[config.mk]
export PLATFORM = sky130hd
export DESIGN_NAME = exec_alu_stage
export DESIGN_NICKNAME = d
export VERILOG_FILES = /design/src/rtl/exec_pkg.sv /design/src/rtl/exec_muldiv_seq.sv /design/src/rtl/exec_alu_stage.sv
export SDC_FILE = /design/constraint.sdc
export NUM_CORES = 1
export LEC_CHECK = 0
export CAP_MARGIN = 20
export CORE_MARGIN = 2
export CORE_UTILIZATION = 60
export DETAILED_ROUTE_END_ITERATION = 6
export MAX_ROUTING_LAYER = met4
export PLACE_DENSITY = 0.81
export SYNTH_ARGS = -nofsm -noshare
export SYNTH_HDL_FRONTEND = slang
export SYNTH_SLANG_ARGS = --single-unit
export TNS_END_PERCENT = 20
[constraint.sdc]
create_clock -name clock -period 12.9 [get_ports clock]
set_input_delay 3.225 -clock clock [delete_from_list [all_inputs] [get_ports clock]]
set_output_delay 3.225 -clock clock [all_outputs]
set_load 0.02 [all_outputs]
[src/rtl/exec_pkg.sv]
// exec_pkg: shared opcodes, state encoding and opcode helpers for the execute stage.
// Honours the EXEC_DIV_EN macro: when defined, opcodes 11/12 are iterative DIV/REM.
package exec_pkg;

  localparam int DEF_DATA_W     = 16;
  localparam int DEF_ADDR_W     = 4;
  localparam int DEF_MUL_CYCLES = 16;

  localparam logic [3:0] OP_ADD  = 4'd0;
  localparam logic [3:0] OP_SUB  = 4'd1;
  localparam logic [3:0] OP_AND  = 4'd2;
  localparam logic [3:0] OP_OR   = 4'd3;
  localparam logic [3:0] OP_XOR  = 4'd4;
  localparam logic [3:0] OP_SHL  = 4'd5;
  localparam logic [3:0] OP_SHR  = 4'd6;
  localparam logic [3:0] OP_SLT  = 4'd7;
  localparam logic [3:0] OP_PASS = 4'd8;
  localparam logic [3:0] OP_MUL  = 4'd9;
  localparam logic [3:0] OP_CMP  = 4'd10;
  localparam logic [3:0] OP_DIV  = 4'd11;
  localparam logic [3:0] OP_REM  = 4'd12;

  typedef enum logic [1:0] {
    ST_IDLE = 2'd0,
    ST_BUSY = 2'd1,
    ST_DONE = 2'd2
  } state_t;

  // Opcodes that run through the iterative sequencer instead of the 1-cycle ALU.
  function automatic logic is_seq(input logic [3:0] op);
    logic seq;
    seq = 1'b0;
    case (op)
      OP_MUL: seq = 1'b1;
`ifdef EXEC_DIV_EN
      OP_DIV, OP_REM: seq = 1'b1;
`endif
      default: seq = 1'b0;
    endcase
    return seq;
  endfunction

  // Opcodes whose result goes back into the register file; CMP and illegal ops never write.
  function automatic logic writes_reg(input logic [3:0] op);
    logic wr;
    wr = 1'b0;
    case (op)
      OP_ADD, OP_SUB, OP_AND, OP_OR, OP_XOR,
      OP_SHL, OP_SHR, OP_SLT, OP_PASS, OP_MUL: wr = 1'b1;
`ifdef EXEC_DIV_EN
      OP_DIV, OP_REM: wr = 1'b1;
`endif
      default: wr = 1'b0;
    endcase
    return wr;
  endfunction

endpackage

[src/rtl/exec_muldiv_seq.sv]
// exec_muldiv_seq: iterative shift-add multiplier, one partial product per clock.
// With EXEC_DIV_EN defined it also performs unsigned restoring division (quotient or remainder).
// A start pulse loads the operands; o_done is high during the last iteration and o_result
// carries the final value in that same cycle so the caller can latch it on that edge.
module exec_muldiv_seq #(
  parameter int DATA_W = 16,
  parameter int CYCLES = 16
) (
  input  logic              clock,
  input  logic              reset,
  input  logic              i_start,
`ifdef EXEC_DIV_EN
  input  logic              i_isDiv,
  input  logic              i_wantRem,
`endif
  input  logic [DATA_W-1:0] i_opA,
  input  logic [DATA_W-1:0] i_opB,
  output logic              o_done,
  output logic [DATA_W-1:0] o_result
);

  localparam int CNT_W = $clog2(CYCLES);
  localparam logic [CNT_W-1:0] LAST = CNT_W'(CYCLES - 1);

  logic              r_busy;
  logic [CNT_W-1:0]  r_count;
  logic [DATA_W-1:0] r_a;
  logic [DATA_W-1:0] r_b;
  logic [DATA_W-1:0] r_acc;

  logic [DATA_W-1:0] w_pp;
  logic [DATA_W-1:0] w_accNext;

  assign w_pp      = r_b[r_count] ? (r_a << r_count) : '0;
  assign w_accNext = r_acc + w_pp;
  assign o_done    = r_busy & (r_count == LAST);

`ifdef EXEC_DIV_EN
  logic              r_isDiv;
  logic              r_wantRem;
  logic [DATA_W-1:0] r_quo;
  logic [DATA_W-1:0] r_rem;

  logic [DATA_W:0]   w_shifted;
  logic              w_ge;
  logic [DATA_W-1:0] w_remNext;
  logic [DATA_W-1:0] w_quoNext;

  assign w_shifted = {r_rem, r_quo[DATA_W-1]};
  assign w_ge      = (w_shifted >= {1'b0, r_b});
  assign w_remNext = w_ge ? DATA_W'(w_shifted - {1'b0, r_b}) : DATA_W'(w_shifted);
  assign w_quoNext = {r_quo[DATA_W-2:0], w_ge};

  // Pick the finished value: product, quotient or remainder.
  always_comb begin
    o_result = w_accNext;
    if (r_isDiv) begin
      o_result = r_wantRem ? w_remNext : w_quoNext;
    end
  end
`else
  assign o_result = w_accNext;
`endif

  // Load operands on start, then advance one iteration per clock until the last one.
  always_ff @(posedge clock) begin
    if (reset) begin
      r_busy  <= 1'b0;
      r_count <= '0;
    end else if (i_start) begin
      r_busy  <= 1'b1;
      r_count <= '0;
      r_a     <= i_opA;
      r_b     <= i_opB;
      r_acc   <= '0;
`ifdef EXEC_DIV_EN
      r_isDiv   <= i_isDiv;
      r_wantRem <= i_wantRem;
      r_quo     <= i_opA;
      r_rem     <= '0;
`endif
    end else if (r_busy) begin
      r_count <= r_count + 1'b1;
      r_acc   <= w_accNext;
`ifdef EXEC_DIV_EN
      r_quo   <= w_quoNext;
      r_rem   <= w_remNext;
`endif
      if (o_done) begin
        r_busy <= 1'b0;
      end
    end
  end

endmodule

[src/rtl/exec_alu_stage.sv]
// exec_alu_stage: execute stage between register file read ports and its write port.
// Single-cycle logic/arith ops, 16-cycle iterative multiply, valid/ready on both sides.
// Macro EXEC_DIV_EN enables iterative unsigned DIV (11) and REM (12); otherwise they are illegal.
module exec_alu_stage
  import exec_pkg::*;
#(
  parameter int DATA_W     = DEF_DATA_W,
  parameter int ADDR_W     = DEF_ADDR_W,
  parameter int MUL_CYCLES = DEF_MUL_CYCLES
) (
  input  logic              clock,
  input  logic              reset,
  input  logic              in_valid,
  output logic              in_ready,
  input  logic [3:0]        op,
  input  logic [DATA_W-1:0] operand_a,
  input  logic [DATA_W-1:0] operand_b,
  input  logic [ADDR_W-1:0] dest_reg,
  output logic              out_valid,
  input  logic              out_ready,
  output logic [DATA_W-1:0] result,
  output logic [ADDR_W-1:0] wr_reg,
  output logic              regwrite,
  output logic              flag_z,
  output logic              flag_c,
  output logic              illegal_op
);

  localparam int SHIFT_W = $clog2(DATA_W);

  state_t            r_state;
  logic              r_outValid;
  logic [DATA_W-1:0] r_result;
  logic [ADDR_W-1:0] r_wrReg;
  logic [3:0]        r_op;
  logic              r_flagZ;
  logic              r_flagC;
  logic              r_illegal;

  logic              w_inReady;
  logic              w_accept;
  logic              w_isSeq;
  logic              w_seqStart;
  logic              w_seqDone;
  logic [DATA_W-1:0] w_seqResult;
  logic [DATA_W:0]   w_sum;
  logic [DATA_W:0]   w_diff;
  logic [DATA_W-1:0] w_aluResult;
  logic              w_aluCarry;
  logic              w_aluIllegal;

  assign w_inReady  = (r_state == ST_IDLE) | ((r_state == ST_DONE) & out_ready);
  assign w_accept   = in_valid & w_inReady;
  assign w_isSeq    = is_seq(op);
  assign w_seqStart = w_accept & w_isSeq;
  assign w_sum      = {1'b0, operand_a} + {1'b0, operand_b};
  assign w_diff     = {1'b0, operand_a} - {1'b0, operand_b};

  assign in_ready   = w_inReady;
  assign out_valid  = r_outValid;
  assign result     = r_result;
  assign wr_reg     = r_wrReg;
  assign flag_z     = r_flagZ;
  assign flag_c     = r_flagC;
  assign illegal_op = r_illegal;
  assign regwrite   = r_outValid & out_ready & writes_reg(r_op);

  // Single-cycle datapath; the carry bit is the extra top bit of the widened add/subtract.
  always_comb begin
    w_aluResult  = '0;
    w_aluCarry   = 1'b0;
    w_aluIllegal = 1'b0;
    case (op)
      OP_ADD: begin
        w_aluResult = w_sum[DATA_W-1:0];
        w_aluCarry  = w_sum[DATA_W];
      end
      OP_SUB, OP_CMP: begin
        w_aluResult = w_diff[DATA_W-1:0];
        w_aluCarry  = w_diff[DATA_W];
      end
      OP_AND:  w_aluResult = operand_a & operand_b;
      OP_OR:   w_aluResult = operand_a | operand_b;
      OP_XOR:  w_aluResult = operand_a ^ operand_b;
      OP_SHL:  w_aluResult = operand_a << operand_b[SHIFT_W-1:0];
      OP_SHR:  w_aluResult = operand_a >> operand_b[SHIFT_W-1:0];
      OP_SLT:  w_aluResult[0] = (operand_a < operand_b);
      OP_PASS: w_aluResult = operand_b;
      OP_MUL:  w_aluResult = '0;
`ifdef EXEC_DIV_EN
      OP_DIV, OP_REM: w_aluResult = '0;
`endif
      default: w_aluIllegal = 1'b1;
    endcase
  end

  exec_muldiv_seq #(
    .DATA_W (DATA_W),
    .CYCLES (MUL_CYCLES)
  ) u_muldiv (
    .clock     (clock),
    .reset     (reset),
    .i_start   (w_seqStart),
`ifdef EXEC_DIV_EN
    .i_isDiv   ((op == OP_DIV) || (op == OP_REM)),
    .i_wantRem (op == OP_REM),
`endif
    .i_opA     (operand_a),
    .i_opB     (operand_b),
    .o_done    (w_seqDone),
    .o_result  (w_seqResult)
  );

  // Stage control: accept, iterate, hold the result until writeback takes it.
  always_ff @(posedge clock) begin
    if (reset) begin
      r_state    <= ST_IDLE;
      r_outValid <= 1'b0;
      r_result   <= '0;
      r_wrReg    <= '0;
      r_op       <= '0;
      r_flagZ    <= 1'b0;
      r_flagC    <= 1'b0;
      r_illegal  <= 1'b0;
    end else begin
      case (r_state)
        ST_IDLE, ST_DONE: begin
          if (w_accept) begin
            r_wrReg <= dest_reg;
            r_op    <= op;
            if (w_isSeq) begin
              r_state    <= ST_BUSY;
              r_outValid <= 1'b0;
            end else begin
              r_state    <= ST_DONE;
              r_outValid <= 1'b1;
              r_result   <= w_aluResult;
              r_flagZ    <= (w_aluResult == '0);
              r_flagC    <= w_aluCarry;
              r_illegal  <= w_aluIllegal;
            end
          end else if ((r_state == ST_DONE) && out_ready) begin
            r_state    <= ST_IDLE;
            r_outValid <= 1'b0;
          end
        end
        ST_BUSY: begin
          if (w_seqDone) begin
            r_state    <= ST_DONE;
            r_outValid <= 1'b1;
            r_result   <= w_seqResult;
            r_flagZ    <= (w_seqResult == '0);
            r_flagC    <= 1'b0;
            r_illegal  <= 1'b0;
          end
        end
        default: begin
          r_state    <= ST_IDLE;
          r_outValid <= 1'b0;
        end
      endcase
    end
  end

endmodule

# ---- Word-level counts from Yosys, hierarchy flattened
# Memory sizes are Yosys's and may differ from the RTL's. A register that Yosys moved wholly into a read port is not among the register bits.
# Cells that the tools add are included.
dict set report totals {
  regBits 83
  rom_bits 16
  wordCells 106
  memories 1
}
# name words word_bits rd rd_ports_with_merged_regs write_ports line_no
set memory_table {}
lappend memory_table {{(name not given)} 16 1 1 1 0 exec_pkg.sv:47} ;# case (op)
dict set report op_classes {
  add_sub_neg 4
  magnitude_cmp 2
  eq_ne 17
  n_shift 3
  n_mux 39
  bitwise 11
  reduce_logical 16
}
# operator count
set ops {}
lappend ops {{15-bit one-hot mux with 8 select lines} 1}
lappend ops {{16-bit two-way mux} 5}
lappend ops {{16-bit logical NOT} 2}
lappend ops {{16-bit one-hot mux with 2 select lines} 1}
lappend ops {{16-bit by 4-bit << shifter with 16-bit output} 2}
lappend ops {{1-bit two-way mux} 18}
lappend ops {{16-bit by 16-bit adder with 17-bit output} 1}
lappend ops {{16-bit by 16-bit subtractor with 17-bit output} 1}
lappend ops {{16-bit adder} 1}
lappend ops {{16-bit AND} 1}
lappend ops {{4-bit by 3-bit == test with 1-bit output, second input constant} 4}
lappend ops {{4-bit == test, second input constant} 4}
lappend ops {{16-bit less-than comparator} 1}
lappend ops {{16-bit bitwise OR} 1}
lappend ops {{16-bit by 4-bit >> shifter with 16-bit output} 1}
lappend ops {{16-bit XOR} 1}
lappend ops {{11-bit OR reduction} 1}
lappend ops {{1-bit one-hot mux with 2 select lines} 5}
lappend ops {{1-bit one-hot mux with 9 select lines} 1}
lappend ops {{4-bit by 2-bit == test with 1-bit output, second input constant} 2}
lappend ops {{2-bit two-way mux} 4}
lappend ops {{4-bit two-way mux} 2}
lappend ops {{2-bit AND reduction} 4}
lappend ops {{1-bit AND} 6}
lappend ops {{18 further kinds} 22}

# ---- Logic depth before layout (Yosys ltp)
# Gate-level depths: netlist (run 1).
dict set report logic_depth {
  word_depth 7
  mapped_depth 19
  depth_no_buf 17
}

# ---- Cells and area by module
# A second synthesis (run 1) with hierarchy kept.
dict set report hier_totals {
  cells_unflattened 1033
  area_unflattened_um2 8828.5
}
# module instances cells_per_inst area_per_inst_um2
set modules_own_cells {}
lappend modules_own_cells {exec_alu_stage 1 751 5525.3}
lappend modules_own_cells {exec_muldiv_seq 1 282 3303.2}

# ---- Worst setup path after synthesis (run 1)
# Ideal clock, no wire load.
dict set report synth_path {
  path_type {input to output}
  start {in out_ready}
  end {out in_ready}
  t_arrival_ns 3.555
  required_time_ns 9.675
  slack_ns 6.120
  stages 2
  n_path_buf 0
  cell_sequence {nor2b_1 > nor2_1}
}
dict set report synth_via {
  elab_chain_len 2
}
# element line_no
set synth_rtl {}
lappend synth_rtl {{start, declared} exec_alu_stage.sv:20} ;# input logic out_ready,
lappend synth_rtl {{1-bit AND} exec_alu_stage.sv:52} ;# assign w_inReady = (r_state == ST_IDLE) | ((r_state == ST_DONE) & out_ready);
lappend synth_rtl {{1-bit bitwise OR} exec_alu_stage.sv:52}
lappend synth_rtl {{end, declared} exec_alu_stage.sv:14} ;# output logic in_ready,
# No other way between the ends.

# ---- Final worst setup path (run 1)
# Ends and elaborated chain as after synthesis.

==> metrics.md, run 1 <==
| Metric | Value |
|---|---|
| Outcome | `finished clean` |
| Most common cell after layout, fill and taps aside | `nor2_1` |
| Worst R2R Setup Slack | `roughly 8 ns` |
| Register area share after synthesis | `0.236` |
| R2R depth | `13` |
| Max rail drop VDD | `0.0000602 V` |
| Final hold vios | `0` |
| Worst reg2reg path startpoint | `u_muldiv.r_count[2]` |
| Residual DRC count | `0` |
| Postcts setup bufs | `0` |
| Maxcap violations | `0` |
| WL/cell | `~23 um` |
| Vias in the first global route | `roughly 8000` |
| Setup CP Type | `input pin to output port` |
| Crit-path cells | `clkdlybuf4s50_1, nor2b_1, nor2_1, clkdlybuf4s50_1` |
| H-Tree Depth | `3` |
| WP data required | `9.68 ns` |
| Row count | `44` |
| Initial core utilization | `0.615` |
| Area Overhead vs Synth | `10.8%` |
| Total Wirelength | `~28000 um` |
| Slew at the pin closest to its max-slew limit | `~1.1 ns` |
| Die area | `0.0160 sq mm` |
| Via density | `7.07` |
| FILL cells | `1222` |
| Die width | `~130 um` |
| Total track usage | `0.364` |
| Clk root buf | `clkbuf_16` |
| Syn Nets | `roughly 1100` |
| Final Cell Area | `between 0.009 and 0.01 sq mm` |
| Maximum buffer depth of the clock tree | `2` |
| Worst Hold Launch | `result[1]` |
| Clk_lat worst skew | `0.35 ns` |
| Final HPWL DP | `21000 um` |
| Final period utilization | `0.597` |
| Class of the worst hold path | `flop to flop` |
| Clock sink total | `between 80 and 90` |
| CTS buffer count | `9` |
| Worst EP arrival | `approximately 4.5 ns` |
| Power Dens Cells | `83.2 mW/mm^2` |
| CP max stage delay | `0.54 ns` |
| Final setup fails | `0` |
| Fin. max-slew vios | `0` |
| CP startpoint | `out_ready` |
| Final ANT Viol Nets | `0` |
| Maximum clock frequency | `about 0.13 GHz` |
| CTS clk-pin slew, worst paths | `around 0.070 ns` |
| Post-Syn Area | `0.00897 sq mm` |
| Hold EP | `result[1]` |
| Post-synth top flop | `edfxtp_1` |
| Worst flop-to-flop path endpoint | `flag_z` |
| Core area | `0.0146 sq mm` |
| Critical path's most frequent cell | `clkdlybuf4s50_1` |
| Crit start category | `input pin` |
| Final setup TNS | `0 ns` |
| Post-layout minimum cycle time | `7.70 ns` |
| Share of cells above drive strength 1 | `0.100` |
| GP Congestion | `between 1 and 1.5` |
| Commonest cells after routing, fill and taps aside | `nor2_1 (120), ha_1 (71), clkdlybuf4s50_1 (67), a21oi_1 (62), inv_1 (49)` |
| Yosys reg bits | `between 80 and 90` |
| ANT cells | `0` |
| EDFF count, synth | `48` |
| Leakage | `about 0.0038 uW` |
| Die span in y | `126 um` |
| Buffers on Ports | `69` |
| Crit path max-delay cell type | `clkdlybuf4s50_1` |
| CTS tree | `built` |
| Nets | `~1200` |
| CP max FO | `3` |
| WHS Path Cells | `2` |
| Crit end category | `output port` |
| First-pass GRT wire length | `44300 um` |
| Post-synthesis async set-or-reset flop share | `0` |
| DRT Pass-1 Iters | `6` |
| Syn. warnings | `0` |
| Resize count post-CTS | `0` |
| Area after DPL | `0.00963 sq mm` |
| Synth Instances | `between 1000 and 1500` |
| Syn Area/Cell | `8.77 sq um` |
| Fin Clk Skew | `0.0158 ns` |
| Relative slew slack | `0.293` |
| RSZ-0062 raised after global routing | `no` |
| Pin count of the biggest net entering global routing | `47` |
| Via count | `just under 9000` |
| I/O pins | `70` |
| Library cells used by synthesis | `93` |
| Antenna violations before repair | `0` |
| 1st-iter DRT viols | `~1200` |
| Remaining Overflow, GRT | `0` |
| CTS Hold Bufs | `0` |
[how the worst max path moves through the flow]
stage / end / slack (ns) / depth (start not counted)
3_5_place_dp: in_ready / 5.20 / 4
6_report: in_ready / 5.20 / 4
2_1_floorplan: in_ready / 6.12 / 2
3_3_place_gp: in_ready / 5.21 / 4
5_1_grt: in_ready / 5.12 / 4
4_1_cts: in_ready / 5.20 / 4
[metal layers]
layer | share of wire | wire, um | vias up | GRT usage
li1 | - | - | 3936 | -
met1 | 0.41 | 11600 | 4136 | 0.500
met2 | 0.44 | 12300 | 566 | 0.529
met3 | 0.11 | 3130 | 79 | 0.0814
met4 | 0.041 | 1150 | 0 | 0.138
met5 | 0 | 0 | - | -
[logic make-up after synthesis]
kind of cell / Yosys count / share of synthesized area
muxes: 91 / 0.143
xor gates and xnor gates: 20 / 0.0195
buffers and inverters: 125 / 0.0637
adders and majority gates: 74 / 0.106
AOI/OAI and AO/OA: 302 / 0.243
DFF: 82 / 0.236
and+or+nand+nor: 329 / 0.189
[worst max-delay path, delay by kind of cell]
| family | cells | cell delay, ns |
|---|---|---|
| buffers and inverters | 2 | 0.96 |
| AND/OR/NAND/NOR | 2 | 0.29 |
[metrics by stage]
stage	power, uW	instances	hold slack, ns	setup slack, ns	util
after global placement	551	1217	0.468	5.21	0.660
after floorplan	469	1023	0.464	6.12	-
after global routing	857	1233	0.507	5.12	0.681
after CTS	820	1233	0.485	5.20	0.681
final	827	1233	0.475	5.20	0.681
after detailed placement	554	1217	0.476	5.20	0.660
[power by group]
part	total (uW)	switching (uW)	internal, uW
sequential	289	4.38	285
combinational	268	161	107
clock	269	112	158
total	827	277	550
[area by class of cell]
| cell class | count | area [sq um] | area share |
|---|---|---|---|
| Clock buffer | 10 | 239 | 0.0240 |
| Clock inverter | 6 | 70.1 | 0.00705 |
| Inverter | 51 | 191 | 0.0193 |
| Multi-Input combinational cell | 816 | 6290 | 0.633 |
| Sequential cell | 82 | 2120 | 0.213 |
| Tap cell | 184 | 230 | 0.0232 |
| Timing Repair Buffer | 84 | 793 | 0.0798 |
[synth_stat cells (12+ instances only)]
master      n  area [sq um]
mux4_2     26           586
a21oi_1    62           310
mux2_2     12           135
xnor2_1    12           105
o211ai_1   14           105
nand2_1    47           176
clkbuf_1   36           135
a22oi_1    15           113
nand2b_1   15          93.8
buf_2      22           110
nor2_1    120           450
nor3_1     21           105
inv_1      49           184
dfxtp_1    34           681
edfxtp_1   48          1440
mux2i_1    48           480
a211oi_1   24           180
o21ai_0    43           215
nor2b_1    30           188
nand3_1    20           100
ha_1       71           888
No activity file was read; power rests on OpenSTA's default activity.
==> inputs of run 2 (changes only) <==
Clock period 12.9 ns to 7.12 ns, I/O delays scaled along.
==> metrics.md, run 2 (synthesis gave the netlist of run 1 again) <==
| Metric | Value |
|---|---|
| Comb power frac | `0.326 (+0.002)` |
| Area Overhead vs Synth | `11.0%` |
| Reg area | `0.00212 sq mm (unchanged)` |
| Row count | `44 (unchanged)` |
| FILL cells | `1192 (-2.5%)` |
| Leakage | `0.00376 uW (+0.17%)` |
| Clk root buf | `clkbuf_16` |
| Seq pwr share | `0.346 (-0.004)` |
| WHS Path Cells | `2 (unchanged)` |
| Sw Ratio | `0.336 (+0.00130)` |
| Fin Clk Skew | `0.0140 ns (-0.00176 ns)` |
| Clk_lat worst skew | `0.35 ns (about the same)` |
| CTS Hold Bufs | `0 (unchanged)` |
| Clock sink total | `82 (unchanged)` |
| Via density | `7.10 (+0.47%)` |
| Residual DRC count | `0 (unchanged)` |
| R2R depth | `14 (+1)` |
| Die width | `126 um (unchanged)` |
| Share of cells above drive strength 1 | `0.101 (+0.000761)` |
| Maximum buffer depth of the clock tree | `2 (unchanged)` |
| Max rail drop VDD | `0.000105 V (+74%)` |
| Slew at the pin closest to its max-slew limit | `1.11 ns (+0.0523 ns)` |
| Crit end category | `flop` |
| Fin. max-slew vios | `0 (unchanged)` |
| CTS tree | `built` |
| DRT Pass-1 Iters | `6 (unchanged)` |
| WP data required | `7.37 ns (-2.31 ns)` |
| Total Wirelength | `29600 um (+5.3%)` |
| Clock power share | `0.328 (+0.002)` |
| First-pass GRT wire length | `45900 um (+3.5%)` |
| Commonest cells after routing, fill and taps aside | `nor2_1 (120), ha_1 (71), clkdlybuf4s50_1 (67), a21oi_1 (62), inv_1 (49)` |
| Worst EP arrival | `5.82 ns (+1.34 ns)` |
| Final setup fails | `0 (unchanged)` |
| Inst Count DP | `1219 (+0.16%)` |
| P_int | `1010 uW (+83%)` |
| Die span in y | `126 um (unchanged)` |
| GP Congestion | `1.05 (+2.0%)` |
| Power Dens Cells | `152 mW/mm^2 (+83%)` |
| 1st-iter DRT viols | `1211 (-2.0%)` |
| Core area | `0.0146 sq mm (unchanged)` |
| Post-layout minimum cycle time | `around 5.6 ns` |
| RSZ-0062 raised after global routing | `no` |
| Final Util | `0.683 (+0.00163)` |
| Maximum clock frequency | `about 0.18 GHz` |
| Buffers on Ports | `69 (unchanged)` |
| Layout Cells excl Fill | `1235 (+0.16%)` |
| Most common cell after layout, fill and taps aside | `nor2_1` |
| CTS clk-pin slew, worst paths | `0.07 ns (about the same)` |
| Outcome | `finished clean` |
| Final setup TNS | `0 ns (unchanged)` |
| Crit start category | `input pin` |
| Final HPWL DP | `22600 um (+7.4%)` |
| Maxcap violations | `0 (unchanged)` |
| Area of the multi-input gates | `0.00629 sq mm (unchanged)` |
| I/O pins | `70 (unchanged)` |
| Resize count post-CTS | `0 (unchanged)` |
| Via count | `8772 (+0.63%)` |
| Remaining Overflow, GRT | `0 (unchanged)` |
| Psw | `510 uW (+84%)` |
| Relative slew slack | `0.257 (-0.0362)` |
| H-Tree Depth | `3 (unchanged)` |
| Postcts setup bufs | `0 (unchanged)` |
| Setup CP Type | `input pin to flop` |
| Final period utilization | `0.782` |
| WL/cell | `24.0 um (+5.2%)` |
| Die area | `0.0160 sq mm (unchanged)` |
| Antenna violations before repair | `1 (+1)` |
| Final ANT Viol Nets | `0 (unchanged)` |
| ANT cells | `0 (unchanged)` |
| CTS buffer count | `9 (unchanged)` |
| Class of the worst hold path | `flop to flop` |
| Final hold vios | `0 (unchanged)` |
| Vias in the first global route | `7898 (-0.83%)` |
| Pin count of the biggest net entering global routing | `47 (unchanged)` |
| Total track usage | `0.380 (+0.0157)` |
| Nets | `1164 (+0.17%)` |
| CP max FO | `46 (+43)` |
| Initial core utilization | `0.615 (unchanged)` |
run 2: cell count changes in the layout (fill, tap and decap cells not counted):
cell	delta
inv_4	-1
clkinvlp_4	+1
buf_4	+2
clkinv_2	-1
inv_6	+1
clkinv_1	+1
inv_8	-1
clkbuf_16	+1
clkbuf_8	-1
run 2: through the flow:
step	power (uW)	area [sq um]	worst slack [ns]	hold WS (ns)
2_1_floorplan	850	8970	1.97	0.464
3_3_place_gp	1010	9650	1.41	0.473
3_5_place_dp	1010	9650	1.31	0.482
4_1_cts	1500	9960	1.64	0.497
5_1_grt	1570	9960	1.12	0.516
6_report	1520	9960	1.55	0.491
run 2: final timing paths:
| kind | start | end | slack (ns) |
|---|---|---|---|
| min reg2reg | result[1] | result[1] | 0.49 |
| max | operand_b[1] | flag_z | 1.55 |
| max reg2reg | u_muldiv.r_count[0] | flag_z | 1.88 |
| min | result[1] | result[1] | 0.49 |
run 2: power by group through the flow:
stage	sequential [uW]	combinational, uW	clock [uW]
3_3_place_gp	536	476	0
2_1_floorplan	546	305	0
5_1_grt	527	525	515
3_5_place_dp	536	475	0
6_report	526	494	498
4_1_cts	526	479	497
run 2: worst max-delay path, stage by stage:
cell	delay, ns
buf_2	0.79
inv_1	0.32
ha_1	0.41
a211oi_1	0.60
o21ai_0	0.38
a2111oi_0	0.62
o21ai_0	0.15
o2111ai_1	0.13
o21ba_1	0.18
o21ai_1	0.19
nor2_1	0.08
a21o_1	0.17
run 2: layer usage:
| layer | wire length [um] | vias up | track usage |
|---|---|---|---|
| li1 | - | 3948 | - |
| met1 | 12500 | 4186 | 0.549 |
| met2 | 13100 | 578 | 0.561 |
| met3 | 3380 | 60 | 0.0599 |
| met4 | 722 | 0 | 0.0970 |
| met5 | 0 | - | - |
run 2: area by class of cell:
class	instances	share of cell area
Clock buffer	10	0.0251
Sequential cell	82	0.213
Inverter	51	0.0192
Clock inverter	6	0.00678
Multi-Input combinational cell	816	0.632
Timing Repair Buffer	86	0.0811
Tap cell	184	0.0231
==> inputs of run 3 (changes only) <==
Clock period 7.12 ns to 5.15 ns, I/O delays scaled along.
==> metrics.md, run 3 (synthesis gave the netlist of run 1 again) <==
| Metric | Value |
|---|---|
| Share of cells above drive strength 1 | `0.129 (+0.0283)` |
| GR Layer Usage met2 | `0.571 (+0.00949)` |
| Slew at the pin closest to its max-slew limit | `0.721 ns (-0.391 ns)` |
| Antenna violations before repair | `0 (-1)` |
| Clock sink total | `82 (unchanged)` |
| CTS tree | `built` |
| RSZ-0062 raised after global routing | `no` |
| Resize count post-CTS | `0 (unchanged)` |
| Die area | `0.0160 sq mm (unchanged)` |
| Clk_lat worst skew | `0.35 ns (about the same)` |
| Row count | `44 (unchanged)` |
| Layout Cells excl Fill | `1268 (+2.7%)` |
| Class of the worst hold path | `flop to flop` |
| Buffers on Ports | `69 (unchanged)` |
| CTS buffer count | `9 (unchanged)` |
| Maximum buffer depth of the clock tree | `2 (unchanged)` |
| Inst Count DP | `1252 (+2.7%)` |
| GP Congestion | `1.04 (-1.1%)` |
| Tot Pwr | `2050 uW (+35%)` |
| Via count | `8973 (+2.3%)` |
| Worst EP arrival | `4.90 ns (-0.92 ns)` |
| Top Usage Layer GRT | `met2` |
| Final hold vios | `0 (unchanged)` |
| Comb power frac | `0.342 (+0.016)` |
| Final ANT Viol Nets | `0 (unchanged)` |
| Core area | `0.0146 sq mm (unchanged)` |
| ANT cells | `0 (unchanged)` |
| Setup CP Type | `flop to flop` |
| Final HPWL DP | `22800 um (+0.83%)` |
| Total Wirelength | `29800 um (+0.62%)` |
| Commonest cells after routing, fill and taps aside | `nor2_1 (120), ha_1 (71), clkdlybuf4s50_1 (67), a21oi_1 (62), buf_4 (50)` |
| WP data required | `5.44 ns (-1.93 ns)` |
| Maximum clock frequency | `0.217 GHz` |
| Vias in the first global route | `8283 (+4.9%)` |
| Die width | `126 um (unchanged)` |
| DRT Pass-1 Iters | `7 (+1)` |
| Remaining Overflow, GRT | `0 (unchanged)` |
| Seq pwr share | `0.354 (+0.008)` |
| P_int | `1330 uW (+32%)` |
| Power Dens Cells | `201 mW/mm^2 (+32%)` |
| Final setup fails | `0 (unchanged)` |
| Hold WS | `0.480 ns (-0.0115 ns)` |
| Psw | `714 uW (+40%)` |
| Met1 Resource Use GR | `0.534 (-0.0151)` |
| Relative slew slack | `0.518 (+0.262)` |
| Leakage | `0.00391 uW (+4.0%)` |
| Outcome | `finished clean` |
| CP max FO | `8 (-83%)` |
| Total track usage | `0.383 (+0.00341)` |
| GR Layer Usage met3 | `0.0793 (+0.0194)` |
| Via density | `7.08 (-0.37%)` |
| H-Tree Depth | `3 (unchanged)` |
| Crit start category | `flop` |
| CTS Hold Bufs | `0 (unchanged)` |
| Clk root buf | `clkbuf_16` |
| WL/cell | `23.5 um (-2.0%)` |
| Initial core utilization | `0.615 (unchanged)` |
| Maxcap violations | `0 (unchanged)` |
| Fin Clk Skew | `0.0146 ns (+0.000534 ns)` |
| Nets | `1197 (+2.8%)` |
| Clock power share | `0.304 (-0.024)` |
| 1st-iter DRT viols | `1447 (+19%)` |
| Most common cell after layout, fill and taps aside | `nor2_1` |
| First-pass GRT wire length | `46600 um (+1.6%)` |
| Residual DRC count | `0 (unchanged)` |
| Die span in y | `126 um (unchanged)` |
| Post-layout minimum cycle time | `4.61 ns` |
| Fin. max-slew vios | `0 (unchanged)` |
| I/O pins | `70 (unchanged)` |
| Final setup TNS | `0 ns (unchanged)` |
| Sw Ratio | `0.349 (+0.0122)` |
| CTS clk-pin slew, worst paths | `0.06 ns (about the same)` |
| Max rail drop VDD | `0.000199 V (+90%)` |
| Postcts setup bufs | `0 (unchanged)` |
| Pin count of the biggest net entering global routing | `37 (-21%)` |
| Final period utilization | `0.895` |
| Crit end category | `flop` |
| Area Overhead vs Synth | `13.4%` |
## run 3: cell types whose count changed in the layout (fill, tap and decap cells not counted), sizes merged
cell	previous run	this run
buf	19	52
bufinv	1	0
inv	54	55
## run 3: power by group through the flow
stage	registers, uW	logic (uW)	clock network, uW
floorplan	754	421	0
global placement	739	665	0
detailed placement	739	671	0
CTS	725	676	619
global route	727	744	644
finish	725	701	622
## run 3: through the flow
step	cell area, sq um	setup WS, ns	utilization
after floorplan	8970	0.497	-
after global placement	9890	0.538	0.678
after detailed placement	9890	0.410	0.678
after CTS	10200	0.612	0.697
after global routing	10200	0.335	0.697
final	10200	0.543	0.697
## run 3: area by class of cell
cell class,instances,area (sq um)
well taps,184,230
fillers,1186,4420
inverters,51,191
clock buffers,10,230
clock inverters,6,48.8
repair buffers,119,1060
flip-flops and latches,82,2120
multi-input cells,816,6290
## run 3: worst max-delay path, stage by stage, from the launching register on
cell and delay, ns:
dfxtp_1 0.31, buf_4 0.20, mux4_2 0.61, a22oi_2 0.27
a21boi_2 0.40, a211oi_1 0.11, ha_1 0.38, a2111oi_0 0.52
a21oi_1 0.23, a221oi_1 0.38, xnor2_1 0.27, or4_1 0.62
o21ai_1 0.15, a21o_1 0.09
## run 3: final timing paths
path                                           from        end  slack [ns]  cells past startpoint
worst max-delay path            u_muldiv.r_count[0]     flag_z        0.54                     13
worst min-delay path                      result[1]  result[1]        0.48                      2
worst max register to register  u_muldiv.r_count[0]     flag_z        0.54                     13
worst min register to register            result[1]  result[1]        0.48                      2
## run 3: metal layers
metal / up-vias / part of all wire
met1: 4258 / 0.40
met4: 0 / 0.027
met2: 632 / 0.45
li1: 4021 / -
met3: 62 / 0.13
met5: - / 0
